<file path="src/rtl/tmds_video_scheduler.sv">
// Raster timing generator and pixel scheduler feeding the three TMDS channel encoders.
// Every encoder-facing output is registered one cycle behind the counter state it describes.
module tmds_video_scheduler #(
    parameter int H_ACTIVE = 640,
    parameter int H_FP     = 16,
    parameter int H_SYNC   = 96,
    parameter int H_BP     = 48,
    parameter int V_ACTIVE = 480,
    parameter int V_FP     = 10,
    parameter int V_SYNC   = 2,
    parameter int V_BP     = 33,
    parameter bit HS_POL   = 1'b0,
    parameter bit VS_POL   = 1'b0
) (
    input  logic        clk,
    input  logic        resetn,
    input  logic        enable,
    input  logic        pix_valid,
    input  logic [23:0] pix_data,
    output logic        pix_ready,
    output logic        de,
    output logic [1:0]  ctrl0,
    output logic [1:0]  ctrl1,
    output logic [1:0]  ctrl2,
    output logic [7:0]  d0,
    output logic [7:0]  d1,
    output logic [7:0]  d2,
    output logic        frame_start,
    output logic        underflow,
    input  logic        underflow_clr,
    output logic [15:0] hcount,
    output logic [15:0] vcount
);

    localparam int H_TOTAL = H_ACTIVE + H_FP + H_SYNC + H_BP;
    localparam int V_TOTAL = V_ACTIVE + V_FP + V_SYNC + V_BP;

    generate
        if (H_TOTAL > 65535 || V_TOTAL > 65535) begin : g_bad_timing
            $error("tmds_video_scheduler: H_TOTAL and V_TOTAL must not exceed 65535");
        end
    endgenerate

    localparam logic [15:0] C_H_ACT  = 16'(H_ACTIVE);
    localparam logic [15:0] C_HS_BEG = 16'(H_ACTIVE + H_FP);
    localparam logic [15:0] C_HS_END = 16'(H_ACTIVE + H_FP + H_SYNC);
    localparam logic [15:0] C_H_LAST = 16'(H_TOTAL - 1);
    localparam logic [15:0] C_V_ACT  = 16'(V_ACTIVE);
    localparam logic [15:0] C_VS_BEG = 16'(V_ACTIVE + V_FP);
    localparam logic [15:0] C_VS_END = 16'(V_ACTIVE + V_FP + V_SYNC);
    localparam logic [15:0] C_V_LAST = 16'(V_TOTAL - 1);

    typedef enum logic [1:0] {IDLE, RUN, STOP} state_t;

    state_t      r_state;
    state_t      w_stateNext;
    logic [15:0] r_hc;
    logic [15:0] r_vc;
    logic        r_de;
    logic [1:0]  r_ctrl0;
    logic [7:0]  r_d0;
    logic [7:0]  r_d1;
    logic [7:0]  r_d2;
    logic        r_frameStart;
    logic        r_underflow;
    logic [15:0] r_hcount;
    logic [15:0] r_vcount;

    logic w_running;
    logic w_active;
    logic w_hsync;
    logic w_vsync;
    logic w_hEnd;
    logic w_frameEnd;
    logic w_take;
    logic w_starve;

    assign w_running  = (r_state != IDLE);
    assign w_active   = w_running && (r_hc < C_H_ACT) && (r_vc < C_V_ACT);
    assign w_hsync    = w_running && (r_hc >= C_HS_BEG) && (r_hc < C_HS_END);
    assign w_vsync    = w_running && (r_vc >= C_VS_BEG) && (r_vc < C_VS_END);
    assign w_hEnd     = (r_hc == C_H_LAST);
    assign w_frameEnd = w_hEnd && (r_vc == C_V_LAST);
    assign w_take     = w_active && pix_valid;
    assign w_starve   = w_active && !pix_valid;

    always_ff @(posedge clk or negedge resetn) begin
        if (!resetn) begin
            r_state <= IDLE;
        end else begin
            r_state <= w_stateNext;
        end
    end

    // STOP only falls back to IDLE on the last cycle of a frame so a frame is never cut short.
    always_comb begin
        w_stateNext = r_state;
        case (r_state)
            IDLE:    if (enable) w_stateNext = RUN;
            RUN:     if (!enable) w_stateNext = STOP;
            STOP: begin
                if (enable)          w_stateNext = RUN;
                else if (w_frameEnd) w_stateNext = IDLE;
            end
            default: w_stateNext = IDLE;
        endcase
    end

    always_ff @(posedge clk or negedge resetn) begin
        if (!resetn) begin
            r_hc <= 16'd0;
            r_vc <= 16'd0;
        end else if (r_state == IDLE) begin
            r_hc <= 16'd0;
            r_vc <= 16'd0;
        end else if (w_hEnd) begin
            r_hc <= 16'd0;
            r_vc <= w_frameEnd ? 16'd0 : r_vc + 16'd1;
        end else begin
            r_hc <= r_hc + 16'd1;
        end
    end

    always_ff @(posedge clk or negedge resetn) begin
        if (!resetn) begin
            r_de         <= 1'b0;
            r_ctrl0      <= {~VS_POL, ~HS_POL};
            r_d0         <= 8'h00;
            r_d1         <= 8'h00;
            r_d2         <= 8'h00;
            r_frameStart <= 1'b0;
            r_hcount     <= 16'd0;
            r_vcount     <= 16'd0;
        end else begin
            r_de         <= w_active;
            r_ctrl0      <= {(w_vsync ? VS_POL : ~VS_POL), (w_hsync ? HS_POL : ~HS_POL)};
            r_d2         <= w_take ? pix_data[23:16] : 8'h00;
            r_d1         <= w_take ? pix_data[15:8]  : 8'h00;
            r_d0         <= w_take ? pix_data[7:0]   : 8'h00;
            r_frameStart <= w_running && (r_hc == 16'd0) && (r_vc == 16'd0);
            r_hcount     <= r_hc;
            r_vcount     <= r_vc;
        end
    end

    // A fresh starvation event outranks a clear arriving in the same cycle.
    always_ff @(posedge clk or negedge resetn) begin
        if (!resetn) begin
            r_underflow <= 1'b0;
        end else if (w_starve) begin
            r_underflow <= 1'b1;
        end else if (underflow_clr) begin
            r_underflow <= 1'b0;
        end
    end

    assign pix_ready   = w_active;
    assign de          = r_de;
    assign ctrl0       = r_ctrl0;
    assign ctrl1       = 2'b00;
    assign ctrl2       = 2'b00;
    assign d0          = r_d0;
    assign d1          = r_d1;
    assign d2          = r_d2;
    assign frame_start = r_frameStart;
    assign underflow   = r_underflow;
    assign hcount      = r_hcount;
    assign vcount      = r_vcount;

endmodule

</file>
<file path="config.mk">
export PLATFORM = sky130hd
export DESIGN_NAME = tmds_video_scheduler
export DESIGN_NICKNAME = d
export VERILOG_FILES = /design/src/rtl/tmds_video_scheduler.sv
export SDC_FILE = /design/constraint.sdc
export NUM_CORES = 1
export LEC_CHECK = 0
export CORE_UTILIZATION = 44
export CTS_BUF_LIST = sky130_fd_sc_hd__clkbuf_16
export DETAILED_ROUTE_END_ITERATION = 7
export PLACE_DENSITY = 0.74
export SYNTH_ARGS = -nofsm -noshare
export SYNTH_HDL_FRONTEND = slang
export SYNTH_SLANG_ARGS = --single-unit
</file>
<file path="constraint.sdc">
create_clock -name clk -period 2 [get_ports clk]
set_input_delay 0.4 -clock clk [delete_from_list [all_inputs] [get_ports clk]]
set_output_delay 0.4 -clock clk [all_outputs]
set_load 0.01 [all_outputs]
</file>
==> flow_summary.ini, run 1 <==
[run_status]
status = finished clean

[setup_path]
r2r_end = ctrl0[1]
r2r_slack_ps = 20
critical_path_class = reg2out
cp.arrival_ps = 1590
worstPathMaxFanout = 4
start_kind = flop
crit_path_end_kind = output pin
cp-endpoint = pix_ready
reg2reg_from = r_vc[11]
critical_path.startpoint = r_hc[14]
rr_worst_depth = 5
cp_data_required_time_ps = 1600

[timing]
finalSetupViolations = 0
clock.fmax_mhz = 504
whs_ps = 454
worstMarginPinSlew_ps = 574
fin_worst_skew_ps = 5.66
post-route-period-util = 0.993
finalSetupTns_ps = 0
hold_violations = 0
drv_slew = 0
period_minus_slack_ps = 1990
finalWorstSetupSlack_ps = 14.2
maxSlewHeadroom = 0.616
rsz0062_at_grt = true

[global_route]
grt_usage = 0.208
overflow = 0
grt_pass1_wl_um = 13800
grt_max_degree = 40
antenna_found_initial = 0
grt_pass1_vias = 2844

[pwr]
p_clk_frac = 0.394
p_switching_w = 0.000986
p_int_w = 0.00309
leakagePower_nw = 2.54
comb_power_share = 0.112
irDropWorstVdd_uv = 443
cellPowerDensity_nw_per_um2 = 749
switching_share = 0.242
power_frac_seq = 0.494

[drt]
drt_wl_total_um = 8550
vias = 2911
wl_per_cell_um = 15.1
ant_nets = 0
dr.first_iter.drc_count = 142
drc = 0
drtPass1Iterations = 4
via_per_inst = 5.14

[placement]
place.gp.congestion = 0.896
post-place-ws_ps = -241
hpwl_um = 5960
placed_area_um2 = 5020
port_buffers = 90

[synthesis]
synth_edf_count = 0
avgSynthCellArea_um2 = 11.7
yosysSeqAreaShare = 0.652
yosys_most_used_dff = dfrtp_1
ys_ff_latch = 95
synth_cell_type_count = 46
yosys_warnings = 0
synthCells = 312
async_reset_ff_frac = 1.00
syn_area_um2 = 3650

[cts]
htree_levels = 3
cts.clk_slew.worst_paths_ps = 70
cts_buffer_depth = 2
clock_sinks = 95
clockRootBuffer = clkbuf_16
cts_tree = built
cts_inserted_buffers = 9
clk_latency_ps = 340

[finish]
drive_gt1_frac = 0.211
utilization = 0.690
syn2layout_area_growth_pct = 49.2
fill_cells = 564
fin_nets = 492
design_area_um2 = 5450
antenna_cells = 0

[min_path]
hp-class = reg2reg

[run]
drv_cap = 0

[die]
fp.dieH_um = 93.1
ios = 95
die_w_um = 93.1
start_util = 0.463
rows = 32
core_area_um2 = 7890
dieArea_um2 = 8660
==> cells in the mapped netlist, drive strengths merged, types with 8 or more instances <==
cell / n / area (um2)
and3: 28 / 175
clkbuf: 8 / 30.0
dfrtp: 93 / 2330
inv: 9 / 33.8
nand2: 21 / 78.8
nand3: 18 / 95.1
nor2: 30 / 113
nor3: 9 / 45.0
o21ai: 8 / 40.0
xnor2: 8 / 70.1
==> layout make-up <==
class	instances	area [um2]	area share
clock inverters	7	58.8	0.0108
flip-flops and latches	95	2380	0.437
inverters	9	33.8	0.00620
multi-input cells	198	1270	0.233
repair buffers	146	1350	0.248
clock buffers	9	225	0.0414
well taps	102	128	0.0234
==> worst max-delay path, stage by stage (launching register included) <==
cell,delay (ps)
dfrtp_1,410
nor4_4,340
nand3_2,130
nor3_2,120
buf_4,150
buf_6,100
==> metrics by stage <==
step	cells	power [W]
floorplan	315	0.00220
global placement	542	0.00248
detailed placement	542	0.00249
CTS	564	0.00410
global route	566	0.00424
finish	566	0.00408
==> layer usage <==
metal | share of wire | vias up | global-route usage
met2 | 0.47 | 121 | 0.330
met3 | 0.071 | 11 | 0.0415
met5 | 0 | - | 0
met1 | 0.45 | 1398 | 0.281
met4 | 0.012 | 0 | 0.0833
li1 | - | 1381 | -
==> cells by family (layout without fill, tap and decap cells) <==
logic type / count (synthesis) / count (layout) / share of synthesized area
and+or+nand+nor: 144 / 145 / 0.213
DFF: 95 / 95 / 0.652
AOI/OAI and AO/OA: 29 / 29 / 0.0525
buffers and inverters: 23 / 171 / 0.0285
xor gates and xnor gates: 15 / 15 / 0.0360
adders and majority gates: 4 / 4 / 0.0137
other: 1 / 4 / 0.00103
muxes: 1 / 1 / 0.00274
==> registers in the layout, indices dropped and copies added (netlist names) <==
name / flops
ctrl0: 2
d0: 8
d1: 8
d2: 8
de: 1
frame_start: 1
hcount: 16
r_hc: 16
r_state: 2
r_vc: 16
underflow: 1
vcount: 16
==> what timing repair did <==
item                                    CTS  global route
cloned                                    1             0
setup buffers                             4             2
hold buffers                              1             0
pin swaps                                13             4
endpoints found under the setup margin   29            28
resized for setup                        16             7
hold endpoints to repair                 22             0
==> layout by cell type (no fill, tap or decap), drive strengths merged, types with 3 or more instances in the layout <==
cell,n
nand2,21
o21ai,8
ha,4
or4,7
nand3,18
nor2b,3
nor2,30
dfrtp,93
a21oi,7
or2,5
nand4,6
conb,4
and3,28
inv,12
a32o,4
xnor2,8
xor2,7
clkbuf,9
or3,4
clkdlybuf4s50,88
nor3,9
buf,57
nor4,7
==> power by group through the flow <==
stage	clock (W)	combinational, W	sequential, W
2_1_floorplan	0	0.000116	0.00209
3_3_place_gp	0	0.000431	0.00205
3_5_place_dp	0	0.000438	0.00205
4_1_cts	0.00163	0.000460	0.00201
5_1_grt	0.00172	0.000499	0.00202
6_report	0.00161	0.000455	0.00202
==> how the worst min path moves through the flow <==
| stage | from | endpoint | cells past startpoint |
|---|---|---|---|
| 2_1_floorplan | resetn | d0[0] | 0 |
| 3_3_place_gp | resetn | d0[2] | 1 |
| 3_5_place_dp | resetn | d2[7] | 1 |
| 4_1_cts | r_vc[15] | vcount[15] | 0 |
| 5_1_grt | r_vc[15] | vcount[15] | 0 |
| 6_report | r_vc[15] | vcount[15] | 0 |
Note: power is estimated with default switching activity, not from simulation.
==> inputs of run 2 (changes only) <==
CORE_UTILIZATION = 48   (was 44)
PLACE_DENSITY = 0.77   (was 0.74)
clock period = 2.2 ns   (was 2 ns; I/O delays follow)
==> run 2 against run 1 <==
Clock skew up 2.7 ps. Routed wire length is 2.7% lower. Count of clock-buffer cells in the layout unchanged. Critical path type unchanged.
==> flow_summary.ini, run 2 (same netlist as run 1, synthesis figures left out) <==
[run_status]
status = finished clean

[drt]
dr.first_iter.drc_count = 129
drtPass1Iterations = 5
drt_wl_total_um = 8320
drc = 0
wl_per_cell_um = 15.4
vias = 2862
ant_nets = 0
via_per_inst = 5.29

[placement]
port_buffers = 90
hpwl_um = 5850
dp.cells = 523
place.gp.congestion = 0.821
post-place-ws_ps = -105

[global_route]
grt_pass1_wl_um = 12900
grt_pass1_vias = 2695
grt_max_degree = 38
grt_usage = 0.220
antenna_found_initial = 0
overflow = 0

[finish]
final_common_cell = dfrtp_1
fill_cells = 519
final_cell_mix = 93 x dfrtp_1, 88 x clkdlybuf4s50_1, 35 x buf_4
stdcell_count = 541
utilization = 0.720
syn2layout_area_growth_pct = 43.8
antenna_cells = 0
drive_gt1_frac = 0.147
fin_nets = 470

[timing]
period_minus_slack_ps = 2160
rsz0062_at_grt = true
finalWorstSetupSlack_ps = 37.1
maxSlewHeadroom = 0.577
worstMarginPinSlew_ps = 633
finalSetupViolations = 0
whs_ps = 42.6
post-route-period-util = 0.983
hold_violations = 0
fin_worst_skew_ps = 8.35
drv_slew = 0
clock.fmax_mhz = 462

[die]
start_util = 0.500
die_w_um = 89.2
ios = 95
core_area_um2 = 7290
rows = 31
fp.dieH_um = 89.2
dieArea_um2 = 7950

[cts]
clockRootBuffer = clkbuf_16
cts_buffer_depth = 2
cts_inserted_buffers = 9
cts_hold_buf = 0
clock_sinks = 95
clk_latency_ps = 340
cts_tree = built
cts.clk_slew.worst_paths_ps = 70
htree_levels = 3

[pwr]
leakagePower_nw = 2.43
finalPower_w = 0.00387
cellPowerDensity_nw_per_um2 = 738
irDropWorstVdd_uv = 500

[setup_path]
cp_slowest_stage_delay_ps = 410
crit_path_end_kind = output pin
start_kind = flop
crit_buf_inv = 1
critical_path_class = reg2out
cp.arrival_ps = 1720
worstPathMaxFanout = 2
cpMaxStageDelayCell = dfrtp_1
cp_data_required_time_ps = 1760
cp_top_family = simple AND/OR/NAND/NOR gates
crit_chain = nor4_4 -> nand3_1 -> nor3_4 -> clkdlybuf4s15_1

[min_path]
hp-class = in2async

[run]
drv_cap = 0
## run 2: cell types whose count changed in the layout (fill, tap and decap cells not counted), moves of 2 or more
cell       delta
buf_6         -2
nor4_2        -2
or4_1         +3
inv_6         +2
clkinv_4      -2
buf_4        -18
nor4_1        +2
inv_8         -2
bufinv_16     +2
or4_4         -3
## run 2: path summary, 6_finish.rpt
| check | start | to | slack, ps | depth (start not counted) |
|---|---|---|---|---|
| min in group clk | r_vc[15] | vcount[15] | 450 | 0 |
| worst max register to register | r_hc[0] | r_vc[11] | 130 | 6 |
| max in group asynchronous | resetn | ctrl0[0] | 1430 | 2 |
| worst min-delay path | resetn | underflow | 40 | 1 |
| worst min register to register | r_vc[15] | vcount[15] | 450 | 0 |
| worst max-delay path | r_hc[12] | pix_ready | 40 | 4 |
## run 2: through the flow
stage               TNS, ps  area (um2)
floorplan                 0        3660
global placement      -72.2        4880
detailed placement     -109        4880
CTS                       0        5210
global route          -64.2        5250
finish                    0        5250
## run 2: final cells by class
cell class / count / area [um2] / share of cell area
flip-flops and latches: 95 / 2380 / 0.454
repair buffers: 125 / 1170 / 0.224
inverters: 9 / 33.8 / 0.00644
multi-input cells: 197 / 1210 / 0.232
well taps: 99 / 124 / 0.0236
clock buffers: 9 / 225 / 0.0429
clock inverters: 7 / 96.3 / 0.0184
## run 2: layer usage
metal | up-vias | GRT usage | wire length, um
met5 | - | 0 | 0
met4 | 0 | 0.0808 | 113
met3 | 11 | 0.0656 | 767
met2 | 133 | 0.354 | 3970
met1 | 1385 | 0.284 | 3480
li1 | 1333 | - | -
## run 2: power by group
group	internal, W	switching (W)
combinational	0.000201	0.000178
clock	0.000999	0.000660
sequential	0.00181	0.0000242
total	0.00301	0.000862
## run 2: worst register-to-register path, stage by stage (launching register included)
cell     delay [ps]
dfrtp_1         360
ha_1            190
nand3_2          90
or3_4           370
or2_4           290
or4_1           520
a31oi_1         170
## run 2: timing repair
action | CTS | global route
resized for setup | 5 | 4
pin swaps | 3 | 3
buffers inserted | 0 | 2
setup endpoints to repair | 5 | 6
endpoints found under the hold margin | 0 | 0
